<file path="src/rtl/sync_fifo_flex_if.sv">
// Handshake and status bundle for sync_fifo_flex.
// The producer/consumer side uses the master modport; the FIFO uses the slave modport.
interface sync_fifo_flex_if #(
  parameter int DATA_WIDTH = 8,
  parameter int MEM_DEPTH  = 16
);
  localparam int AW = $clog2(MEM_DEPTH);

  logic                  w_inc;
  logic [DATA_WIDTH-1:0] wr_data;
  logic                  r_inc;
  logic                  clr_err;
  logic [DATA_WIDTH-1:0] rd_data;
  logic                  rd_valid;
  logic                  full;
  logic                  empty;
  logic                  almost_full;
  logic                  almost_empty;
  logic [AW:0]           count;
  logic                  overflow;
  logic                  underflow;

  modport master (
    output w_inc, wr_data, r_inc, clr_err,
    input  rd_data, rd_valid, full, empty, almost_full, almost_empty,
           count, overflow, underflow
  );

  modport slave (
    input  w_inc, wr_data, r_inc, clr_err,
    output rd_data, rd_valid, full, empty, almost_full, almost_empty,
           count, overflow, underflow
  );
endinterface

</file>
<file path="src/rtl/sync_fifo_flex.sv">
// Single-clock parametrised FIFO with occupancy count, almost-full/almost-empty
// thresholds, optional first-word-fall-through read, and sticky error flags.
module sync_fifo_flex #(
  parameter int DATA_WIDTH = 8,
  parameter int MEM_DEPTH  = 16,
  parameter int AF_LEVEL   = 12,
  parameter int AE_LEVEL   = 2,
  parameter bit FWFT       = 1'b0
) (
  input  logic                  clk_i,
  input  logic                  rst_i,
  sync_fifo_flex_if.slave       bus
);
  localparam int AW = $clog2(MEM_DEPTH);
  localparam logic [AW:0] PtrOne = {{AW{1'b0}}, 1'b1};
  localparam logic [AW:0] AfLvl  = AF_LEVEL[AW:0];
  localparam logic [AW:0] AeLvl  = AE_LEVEL[AW:0];

  logic [DATA_WIDTH-1:0] mem [MEM_DEPTH];

  logic [AW:0] wPtr_q, wPtr_d;
  logic [AW:0] rPtr_q, rPtr_d;
  logic [AW:0] count_q, count_d;
  logic        full_q, full_d;
  logic        empty_q, empty_d;
  logic        almostFull_q, almostFull_d;
  logic        almostEmpty_q, almostEmpty_d;
  logic        overflow_q, overflow_d;
  logic        underflow_q, underflow_d;
  logic        wrEn;
  logic        rdEn;

  // Accept decisions use only registered flags, so a full FIFO never takes a
  // write through a same-cycle read (and likewise for reads while empty).
  assign wrEn = !rst_i && bus.w_inc && !full_q;
  assign rdEn = !rst_i && bus.r_inc && !empty_q;

  // Next pointers, post-edge status and sticky error flags.
  always_comb begin
    wPtr_d        = wPtr_q;
    rPtr_d        = rPtr_q;
    count_d       = count_q;
    full_d        = full_q;
    empty_d       = empty_q;
    almostFull_d  = almostFull_q;
    almostEmpty_d = almostEmpty_q;
    overflow_d    = overflow_q;
    underflow_d   = underflow_q;

    if (wrEn) wPtr_d = wPtr_q + PtrOne;
    if (rdEn) rPtr_d = rPtr_q + PtrOne;

    count_d       = wPtr_d - rPtr_d;
    full_d        = (wPtr_d[AW-1:0] == rPtr_d[AW-1:0]) && (wPtr_d[AW] != rPtr_d[AW]);
    empty_d       = (wPtr_d == rPtr_d);
    almostFull_d  = (count_d >= AfLvl);
    almostEmpty_d = (count_d <= AeLvl);

    if (bus.clr_err) begin
      overflow_d  = 1'b0;
      underflow_d = 1'b0;
    end
    if (bus.w_inc && full_q)  overflow_d  = 1'b1;
    if (bus.r_inc && empty_q) underflow_d = 1'b1;
  end

  // State register; reset discards contents by zeroing both pointers.
  always_ff @(posedge clk_i) begin
    if (rst_i) begin
      wPtr_q        <= '0;
      rPtr_q        <= '0;
      count_q       <= '0;
      full_q        <= 1'b0;
      empty_q       <= 1'b1;
      almostFull_q  <= 1'b0;
      almostEmpty_q <= 1'b1;
      overflow_q    <= 1'b0;
      underflow_q   <= 1'b0;
    end else begin
      wPtr_q        <= wPtr_d;
      rPtr_q        <= rPtr_d;
      count_q       <= count_d;
      full_q        <= full_d;
      empty_q       <= empty_d;
      almostFull_q  <= almostFull_d;
      almostEmpty_q <= almostEmpty_d;
      overflow_q    <= overflow_d;
      underflow_q   <= underflow_d;
    end
  end

  // Storage array, deliberately left unreset.
  always_ff @(posedge clk_i) begin
    if (wrEn) mem[wPtr_q[AW-1:0]] <= bus.wr_data;
  end

  generate
    if (FWFT) begin : gFwft
      // Head word is always visible; a pop simply advances the read pointer.
      assign bus.rd_data  = mem[rPtr_q[AW-1:0]];
      assign bus.rd_valid = !empty_q;
    end else begin : gStd
      logic [DATA_WIDTH-1:0] rdData_q;
      logic                  rdValid_q;

      // Registered read: data captured on a pop and held, valid pulses once.
      always_ff @(posedge clk_i) begin
        if (rst_i) begin
          rdData_q  <= '0;
          rdValid_q <= 1'b0;
        end else begin
          rdValid_q <= rdEn;
          if (rdEn) rdData_q <= mem[rPtr_q[AW-1:0]];
        end
      end

      assign bus.rd_data  = rdData_q;
      assign bus.rd_valid = rdValid_q;
    end
  endgenerate

  assign bus.count        = count_q;
  assign bus.full         = full_q;
  assign bus.empty        = empty_q;
  assign bus.almost_full  = almostFull_q;
  assign bus.almost_empty = almostEmpty_q;
  assign bus.overflow     = overflow_q;
  assign bus.underflow    = underflow_q;
endmodule

</file>
<file path="src/flat_wrapper.sv">
// flat-port wrapper written by rule: the top's interface ports become plain ports
module sync_fifo_flex_flat 
#(
  parameter int DATA_WIDTH = 8,
  parameter int MEM_DEPTH  = 16,
  parameter int AF_LEVEL   = 12,
  parameter int AE_LEVEL   = 2,
  parameter bit FWFT       = 1'b0
)
  (clk_i, rst_i, bus_w_inc, bus_wr_data, bus_r_inc, bus_clr_err, bus_rd_data, bus_rd_valid, bus_full, bus_empty, bus_almost_full, bus_almost_empty, bus_count, bus_overflow, bus_underflow);
  sync_fifo_flex_if #(.DATA_WIDTH(DATA_WIDTH), .MEM_DEPTH(MEM_DEPTH)) bus_i ();
  input  logic clk_i;
  input  logic rst_i;
  input wire logic [$bits(bus_i.w_inc)-1:0] bus_w_inc;
  input wire logic [$bits(bus_i.wr_data)-1:0] bus_wr_data;
  input wire logic [$bits(bus_i.r_inc)-1:0] bus_r_inc;
  input wire logic [$bits(bus_i.clr_err)-1:0] bus_clr_err;
  output wire logic [$bits(bus_i.rd_data)-1:0] bus_rd_data;
  output wire logic [$bits(bus_i.rd_valid)-1:0] bus_rd_valid;
  output wire logic [$bits(bus_i.full)-1:0] bus_full;
  output wire logic [$bits(bus_i.empty)-1:0] bus_empty;
  output wire logic [$bits(bus_i.almost_full)-1:0] bus_almost_full;
  output wire logic [$bits(bus_i.almost_empty)-1:0] bus_almost_empty;
  output wire logic [$bits(bus_i.count)-1:0] bus_count;
  output wire logic [$bits(bus_i.overflow)-1:0] bus_overflow;
  output wire logic [$bits(bus_i.underflow)-1:0] bus_underflow;
  assign bus_i.w_inc = bus_w_inc;
  assign bus_i.wr_data = bus_wr_data;
  assign bus_i.r_inc = bus_r_inc;
  assign bus_i.clr_err = bus_clr_err;
  assign bus_rd_data = bus_i.rd_data;
  assign bus_rd_valid = bus_i.rd_valid;
  assign bus_full = bus_i.full;
  assign bus_empty = bus_i.empty;
  assign bus_almost_full = bus_i.almost_full;
  assign bus_almost_empty = bus_i.almost_empty;
  assign bus_count = bus_i.count;
  assign bus_overflow = bus_i.overflow;
  assign bus_underflow = bus_i.underflow;
  sync_fifo_flex #(.DATA_WIDTH(DATA_WIDTH), .MEM_DEPTH(MEM_DEPTH), .AF_LEVEL(AF_LEVEL), .AE_LEVEL(AE_LEVEL), .FWFT(FWFT)) u_core (.clk_i(clk_i), .rst_i(rst_i), .bus(bus_i));
endmodule
</file>
<file path="config.mk">
export PLATFORM = sky130hd
export DESIGN_NAME = sync_fifo_flex_flat
export DESIGN_NICKNAME = d
export VERILOG_FILES = /design/src/rtl/sync_fifo_flex_if.sv /design/src/rtl/sync_fifo_flex.sv /design/src/flat_wrapper.sv
export SDC_FILE = /design/constraint.sdc
export NUM_CORES = 1
export LEC_CHECK = 0
export BUFFER_PORTS_ARGS = -buffer_cell sky130_fd_sc_hd__buf_2
export CORE_MARGIN = 5
export CORE_UTILIZATION = 60
export DETAILED_ROUTE_END_ITERATION = 10
export PLACE_DENSITY = 0.77
export SYNTH_ARGS = -nofsm -noshare
export SYNTH_HDL_FRONTEND = slang
export SYNTH_SLANG_ARGS = --single-unit
export TNS_END_PERCENT = 5
</file>
<file path="constraint.sdc">
create_clock -name clk_i -period 3 [get_ports clk_i]
set_clock_uncertainty 0.1 [all_clocks]
set_input_delay 0.3 -clock clk_i [delete_from_list [all_inputs] [get_ports clk_i]]
set_output_delay 0.3 -clock clk_i [all_outputs]
set_load 0.02 [all_outputs]
</file>
==> summary.txt, run 1 <==
Power
  • PD cells: 648 nW/um^2
  • P_leak: 2.44 nW
  • Max VDD drop: 0.000532 V

Detailed routing
  • Drt first-iter violations: 255
  • Via count: 3168
  • WL per Instance: 21.8 um
  • Antenna Nets Post-Route: 0
  • DRC viols: 0
  • DR vias/cell: 5.83
  • Total iterations of the first detailed-routing run: 5
  • Final WL: 11.8 mm

Layout
  • Commonest cells after routing, fill and taps aside: 128 x edfxtp_1, 40 x mux4_2, 32 x buf_2
  • N_diodes: 0
  • Non-Filler Instances: 543
  • Layout cells sized above 1: 31.9%
  • Commonest non-fill, non-tap cell in the layout: edfxtp_1
  • Fin nets: 413
  • Layout area overhead: 16.6%

Setup path
  • Setup slack, reg-to-reg: 0.45 ns
  • Setup CP Type: input port to flop
  • Critical Path RT: 3.35 ns
  • Setup crit start kind: input port
  • Worst Path Max Fanout: 20
  • Worst reg2reg endpoint: u_core.bus.almost_empty$_SDFF_PP1_
  • R2R depth: 10
  • Reg2reg start: u_core.wPtr_q[0]$_SDFF_PP0_
  • Worst setup EP type: flop
  • Critical Path AT: 2.94 ns

Place
  • IO buf count: 32
  • RePlAce Congestion: 0.800
  • Detailed placement HPWL: 7.77 mm
  • Placed insts: 508
  • Place WS: 0.411 ns

Floorplanning
  • Die Area: 12400 um^2
  • Area of the core: 10200 um^2
  • Die span in x: 112 um
  • Initial core utilization: 60.7%
  • Rows: 37
  • Die Ht: 112 um
  • Top-Level Pins: 33

Timing
  • Max Fclk: 386 MHz
  • Fin. max-slew vios: 0
  • Slew headroom: 41.7%
  • RSZ-0062 raised after global routing: false
  • Final setup fails: 0
  • Setup ws final: 0.408 ns
  • Final hold violation count: 0
  • Final Cycle Share: 86.4%
  • Minimum clock period: 2.59 ns
  • Fin Setup TNS: 0 ns
  • Slew @ Worst Pin: 0.872 ns

CTS
  • CTS Root Cell: clkbuf_8
  • Setup Fix Bufs, Post-CTS: 0
  • Hold_buf cts: 3
  • CTS Buf Count: 17
  • Clock sink count: 158
  • Max H-tree Level: 4
  • Clk buf depth: 2
  • Clock-pin slew on the worst setup and hold paths: 0.07 ns
  • CTS tree: built
  • Post-cts sizing count: 0
  • Clk Latency, worst-skew pair: 0.54 ns

GRT
  • First-pass GRT wire length: 18.8 mm
  • Initial antenna violation count: 0
  • Overall Global Routing Usage: 20.8%
  • Largest net degree at the start of global routing: 36
  • Overflow after GRT: 0
  • Vias in the first global route: 3405

Yosys
  • Synth Area in Adders: 1.74%
  • Mux cell area share after synthesis: 15.2%
  • Area share of and/or/nand/nor cells after synthesis: 6.03%
  • Post-synth top flop: edfxtp_1
  • Seq/Total Area, Yosys: 71.9%
  • Post-synthesis compound-gate area fraction: 1.42%
  • Synthesized instance count: 336
  • Post-synthesis xor/xnor area fraction: 2.27%
  • Ys async rst share: 0%
  • Cell area after synthesis: 6180 um^2
  • Syn_area_per_cell: 18.4 um^2
  • Yosys warnings: 0
  • Number of enable flip-flop cells after synthesis: 128
  • Yosys cell types: 33
  • Main combinational cell family by area after synthesis: multiplexers
  • Post-Syn Nets: 355
  • Yosys reg bits: 158

Worst hold path
  • Worst hold path class: input port to flop
  • Hold Path End: u_core.bus.overflow$_SDFFE_PP0P_
  • WHS Path Cells: 4
  • Hold Startpoint: bus_clr_err

Run status
  • Status: complete, no violations

Job
  • Maxcap violations: 0
metrics by stage:
stage	area, um^2	hold WS (ns)	power [mW]	utilization (%)
after floorplan	6180	0.299	2.60	-
after global placement	6620	0.359	2.69	65.0
after detailed placement	6620	0.367	2.69	65.0
after CTS	7210	0.0161	4.70	70.8
after global routing	7210	0.0322	4.85	70.8
final	7210	0.0398	4.67	70.8
routing by layer:
| layer | routed length [um] | track usage [%] |
|---|---|---|
| met2 | 6040 | 34.2 |
| met3 | 716 | 6.25 |
| met5 | 0 | 0 |
| met4 | 114 | 5.84 |
| met1 | 4970 | 27.2 |
registers in the layout, summed over array words and instances, names as in the netlist:
signal and cells:
u_core.mem 128, u_core.bus.rd_data 8, u_core.bus.count 5, u_core.rPtr_q 5, u_core.wPtr_q 5, u_core.bus.almost_empty 1, u_core.bus.almost_full 1, u_core.bus.empty 1
u_core.bus.full 1, u_core.bus.overflow 1, u_core.bus.rd_valid 1, u_core.bus.underflow 1
worst max-delay path by stage:
stage | from | to | slack [ns]
6_report | rst_i | u_core.bus.almost_empty$_SDFF_PP1_ | 0.41
5_1_grt | u_core.wPtr_q[0]$_SDFF_PP0_ | u_core.bus.almost_empty$_SDFF_PP1_ | 0.15
4_1_cts | rst_i | u_core.bus.almost_empty$_SDFF_PP1_ | 0.43
3_5_place_dp | rst_i | u_core.bus.almost_empty$_SDFF_PP1_ | 0.41
3_3_place_gp | rst_i | u_core.bus.almost_empty$_SDFF_PP1_ | 0.53
2_1_floorplan | u_core.bus.empty$_SDFF_PP1_ | u_core.bus.almost_empty$_SDFF_PP1_ | 0.44
kinds of logic (layout without fill, tap and decap cells):
logic type,after synthesis,count (layout)
adder cells (fa/ha/maj),9,9
buffers and inverters,22,93
XOR/XNOR,16,16
multiplexers,44,44
AND/OR/NAND/NOR,72,72
AO/OA/AOI/OAI,15,15
flip-flops,158,158
critical path: stages:
cell and delay, ns:
dlygate4sd3_1 0.53, buf_2 0.19, nor3b_2 0.30, buf_4 0.27, nand4_1 0.14, xor2_1 0.23
maj3_1 0.35, a21oi_1 0.17, mux2i_1 0.26, inv_1 0.09, nor4_2 0.12
cells in the mapped netlist, drive strengths merged, types with 2 or more instances:
library cell  number  area share, %
mux2i              3           0.49
buf                8           0.61
and4               2           0.28
edfxtp           128             62
xor2               7           0.99
nor2              29            1.8
nand2b            10            1.0
nand4              2           0.20
dfxtp             30            9.7
maj3               3           0.53
xnor2              9            1.3
a22oi              2           0.24
clkbuf             9           0.55
o21ai             10           0.81
mux4              40             15
nor3               7           0.57
nor2b              3           0.30
nand2             12           0.73
inv                5           0.30
nor3b              2           0.42
ha                 6            1.2
cell type report:
cell class              instances  area (um^2)
clock buffers                  17          414
multi-input cells             156         1660
flip-flops and latches        158         4450
repair buffers                 56          360
well taps                     136          170
fillers                       637         2970
inverters                       5         18.8
clock inverters                15          149
where the power goes:
part / switching, mW / internal [mW] / total, mW / leakage (nW)
Clock: 0.896 / 1.13 / 2.02 / 0.273
Sequential: 0.0155 / 2.40 / 2.41 / 1.40
Combinational: 0.136 / 0.0992 / 0.235 / 0.766
Total: 1.05 / 3.62 / 4.67 / 2.44
No activity file was read; power rests on OpenSTA's default activity.
==> run 2, diff against run 1 <==
--- a/config.mk
+++ b/config.mk
@@ -5,6 +5,7 @@
 export SDC_FILE = /design/constraint.sdc
 export NUM_CORES = 1
 export LEC_CHECK = 0
+export ABC_AREA = 1
 export BUFFER_PORTS_ARGS = -buffer_cell sky130_fd_sc_hd__buf_2
 export CORE_MARGIN = 5
 export CORE_UTILIZATION = 60
==> summary.txt, run 2 <==
Worst hold path
  • Worst hold path class: input port to flop

Setup path
  • Setup CP Type: flop to flop
  • Crit path top cell by count: nand2_1
  • Critical Path RT: 3.33 ns (-0.02 ns)
  • Slowest stage delay, CP: 0.41 ns (-0.12 ns)
  • Crit path max-delay family: simple AND/OR/NAND/NOR gates
  • Cells along the critical path: ha_1 -> nand3_1 -> nor2_4 -> xnor2_1 -> nand3_1 -> nand2_1 -> nand2_1 -> nand2_1 -> nand2_2 -> inv_2 -> nor2_1
  • Critical path's slowest cell: dfxtp_1
  • Critical Path AT: 2.51 ns (-0.43 ns)
  • Worst Path Max Fanout: 9 (-55%)
  • Buf/Inv on CP: 1 (-3)
  • Worst setup EP type: flop
  • Setup crit start kind: flop
  • Setup slack, reg-to-reg: 0.82 ns (+0.37 ns)

GRT
  • Overall Global Routing Usage: 25.3% (+4.5 points)
  • Vias in the first global route: 4609 (+35%)
  • First-pass GRT wire length: 24.5 mm (+30%)
  • Largest net degree at the start of global routing: 45 (+25%)
  • Overflow after GRT: 0 (unchanged)
  • Initial antenna violation count: 0 (unchanged)

Job
  • Maxcap violations: 0 (unchanged)

Floorplanning
  • Die Ht: 115 um (+2.7%)
  • Initial core utilization: 60.8% (+0.068 points)
  • Die Area: 13100 um^2 (+5.5%)
  • Top-Level Pins: 33 (unchanged)
  • Area of the core: 10800 um^2 (+6.0%)
  • Rows: 38 (+2.7%)
  • Die span in x: 115 um (+2.7%)

Yosys
  • Synth area leader: edfxtp_1
  • Synth top area cells: edfxtp_1 59%, dfxtp_1 9.2%, nor2_1 6.0%
  • Post-synth top area share: 58.6% (-3.6 points)
  • Seq/Total Area, Yosys: 67.7% (-4.1 points)
  • Leading cell types by count after synthesis: 128 x edfxtp_1, 105 x nor2_1, 98 x nand2_1, 66 x o21ai_0, 30 x dfxtp_1
  • Yosys cell types: 30 (-9.1%)
  • Ys async rst share: 0% (unchanged)
  • Number of enable flip-flop cells after synthesis: 128 (unchanged)
  • Yosys reg bits: 158 (unchanged)
  • Count leader, synth: edfxtp_1
  • Cell area after synthesis: 6560 um^2 (+6.1%)
  • Yosys warnings: 0 (unchanged)
  • Post-synth top flop: edfxtp_1
  • Synthesized instance count: 590 (+76%)
  • Syn_area_per_cell: 11.1 um^2 (-40%)
  • Post-Syn Nets: 609 (+72%)

Detailed routing
  • WL per Instance: 19.9 um (-8.7%)
  • Drt first-iter violations: 458 (+80%)
  • Via count: 4775 (+51%)
  • Final WL: 15.6 mm (+32%)
  • DRC viols: 1 (+1)
  • Antenna Nets Post-Route: 0 (unchanged)
  • DR vias/cell: 6.08 (+4.3%)
  • Total iterations of the first detailed-routing run: 9 (+4)

Timing
  • Fin. max-slew vios: 0 (unchanged)
  • Max Fclk: 458 MHz (+19%)
  • RSZ-0062 raised after global routing: false
  • Slew @ Worst Pin: 0.810 ns (-0.0618 ns)
  • Fin Setup TNS: 0 ns (unchanged)
  • Final setup fails: 0 (unchanged)
  • Slew headroom: 45.8% (+4.1 points)
  • Minimum clock period: 2.18 ns (-0.410 ns)
  • Final hold violation count: 0 (unchanged)
  • Final Cycle Share: 72.7% (-14 points)
  • WHS: 0.0111 ns (-0.0287 ns)

CTS
  • Clk Latency, worst-skew pair: 0.53 ns (about the same)
  • CTS Root Cell: clkbuf_8
  • CTS tree: built
  • Clk buf depth: 2 (unchanged)
  • Max H-tree Level: 4 (unchanged)
  • Post-cts sizing count: 0 (unchanged)
  • Clock sink count: 158 (unchanged)
  • Clock-pin slew on the worst setup and hold paths: 0.07 ns (about the same)
  • Setup Fix Bufs, Post-CTS: 0 (unchanged)
  • Hold_buf cts: 1 (-2)
  • CTS Buf Count: 17 (unchanged)

Place
  • Area after DPL: 6900 um^2 (+4.3%)
  • RePlAce Congestion: 0.955 (+19%)
  • Detailed placement HPWL: 9.69 mm (+25%)
  • IO buf count: 32 (unchanged)
  • Placed insts: 752 (+48%)

Layout
  • Commonest non-fill, non-tap cell in the layout: edfxtp_1
  • Commonest cells after routing, fill and taps aside: 128 x edfxtp_1, 105 x nor2_1, 98 x nand2_1
  • Layout cells sized above 1: 15.7% (-16 points)
  • N_diodes: 0 (unchanged)
  • Non-Filler Instances: 785 (+45%)
  • Fin area: 7520 um^2 (+4.3%)
  • Largest register FFs: 128 (unchanged)
  • Fin nets: 651 (+58%)
  • Fin util: 69.7% (-1.1 points)
  • Layout area overhead: 14.6%

Run status
  • Status: complete, but fails checks
  • Violated checks: design-rule violations

Power
  • P_leak: 2.79 nW (+14%)
  • PD cells: 692 nW/um^2 (+6.9%)
  • Max VDD drop: 0.000698 V (+31%)
==> run 2: cell count changes in the layout (fill, tap and decap cells not counted), sizes merged, moves of 14 or more <==
cell | before | now
nor2 | 29 | 109
o21ai | 10 | 70
nand3 | 0 | 20
inv | 13 | 27
o22ai | 0 | 19
mux4 | 40 | 0
nand2 | 12 | 108
==> run 2: worst paths after layout <==
path / from / end / depth (start not counted)
max: u_core.wPtr_q[0]$_SDFF_PP0_ / u_core.bus.almost_empty$_SDFF_PP1_ / 11
max reg2reg: u_core.wPtr_q[0]$_SDFF_PP0_ / u_core.bus.almost_empty$_SDFF_PP1_ / 11
min reg2reg: u_core.bus.underflow$_SDFFE_PP0P_ / u_core.bus.underflow$_SDFFE_PP0P_ / 2
min: bus_w_inc / u_core.bus.overflow$_SDFFE_PP0P_ / 3
==> run 2: area by class of cell <==
cell class	count	area, um^2
fillers	719	3270
clock buffers	18	418
clock inverters	14	191
flip-flops and latches	158	4450
inverters	28	113
well taps	140	175
multi-input cells	377	1880
repair buffers	50	298
==> run 2: kinds of logic (layout without fill, tap and decap cells) <==
| group | count (synthesis) | after routing | share of synthesized area, % |
|---|---|---|---|
| compound gates | 125 | 125 | 11.0 |
| flops | 158 | 158 | 67.7 |
| buf+inv | 55 | 110 | 3.58 |
| fa+ha+maj | 6 | 6 | 1.14 |
| simple gates | 243 | 243 | 16.1 |
| xor+xnor | 3 | 3 | 0.401 |
==> run 2: stage by stage <==
stage / setup slack (ns) / total power, mW
after floorplan: 0.799 / 2.84
after global placement: 0.953 / 3.00
after detailed placement: 0.867 / 3.02
after CTS: 0.859 / 5.20
after global routing: 0.616 / 5.38
final: 0.818 / 5.21
==> run 2: routing by layer <==
| metal | global-route usage [%] | share of wire, % | wire length, um |
|---|---|---|---|
| met2 | 41.3 | 50 | 7800 |
| met5 | 0 | 0 | 0 |
| met1 | 33.5 | 39 | 6030 |
| met4 | 10.2 | 2.7 | 415 |
| met3 | 4.70 | 8.9 | 1380 |
==> run 2: worst register-to-register path: cells and delay by family, from the launching register on <==
kind / cells / cell delay [ns]
DFF: 1 / 0.41
adders and majority gates: 1 / 0.28
and+or+nand+nor: 8 / 1.00
xor gates and xnor gates: 1 / 0.23
buffers and inverters: 1 / 0.05
==> run 2: report_power, final <==
part | switching, mW | total [mW] | internal (mW)
combinational | 0.368 | 0.528 | 0.160
sequential | 0.0360 | 2.46 | 2.43
clock | 0.867 | 2.22 | 1.35
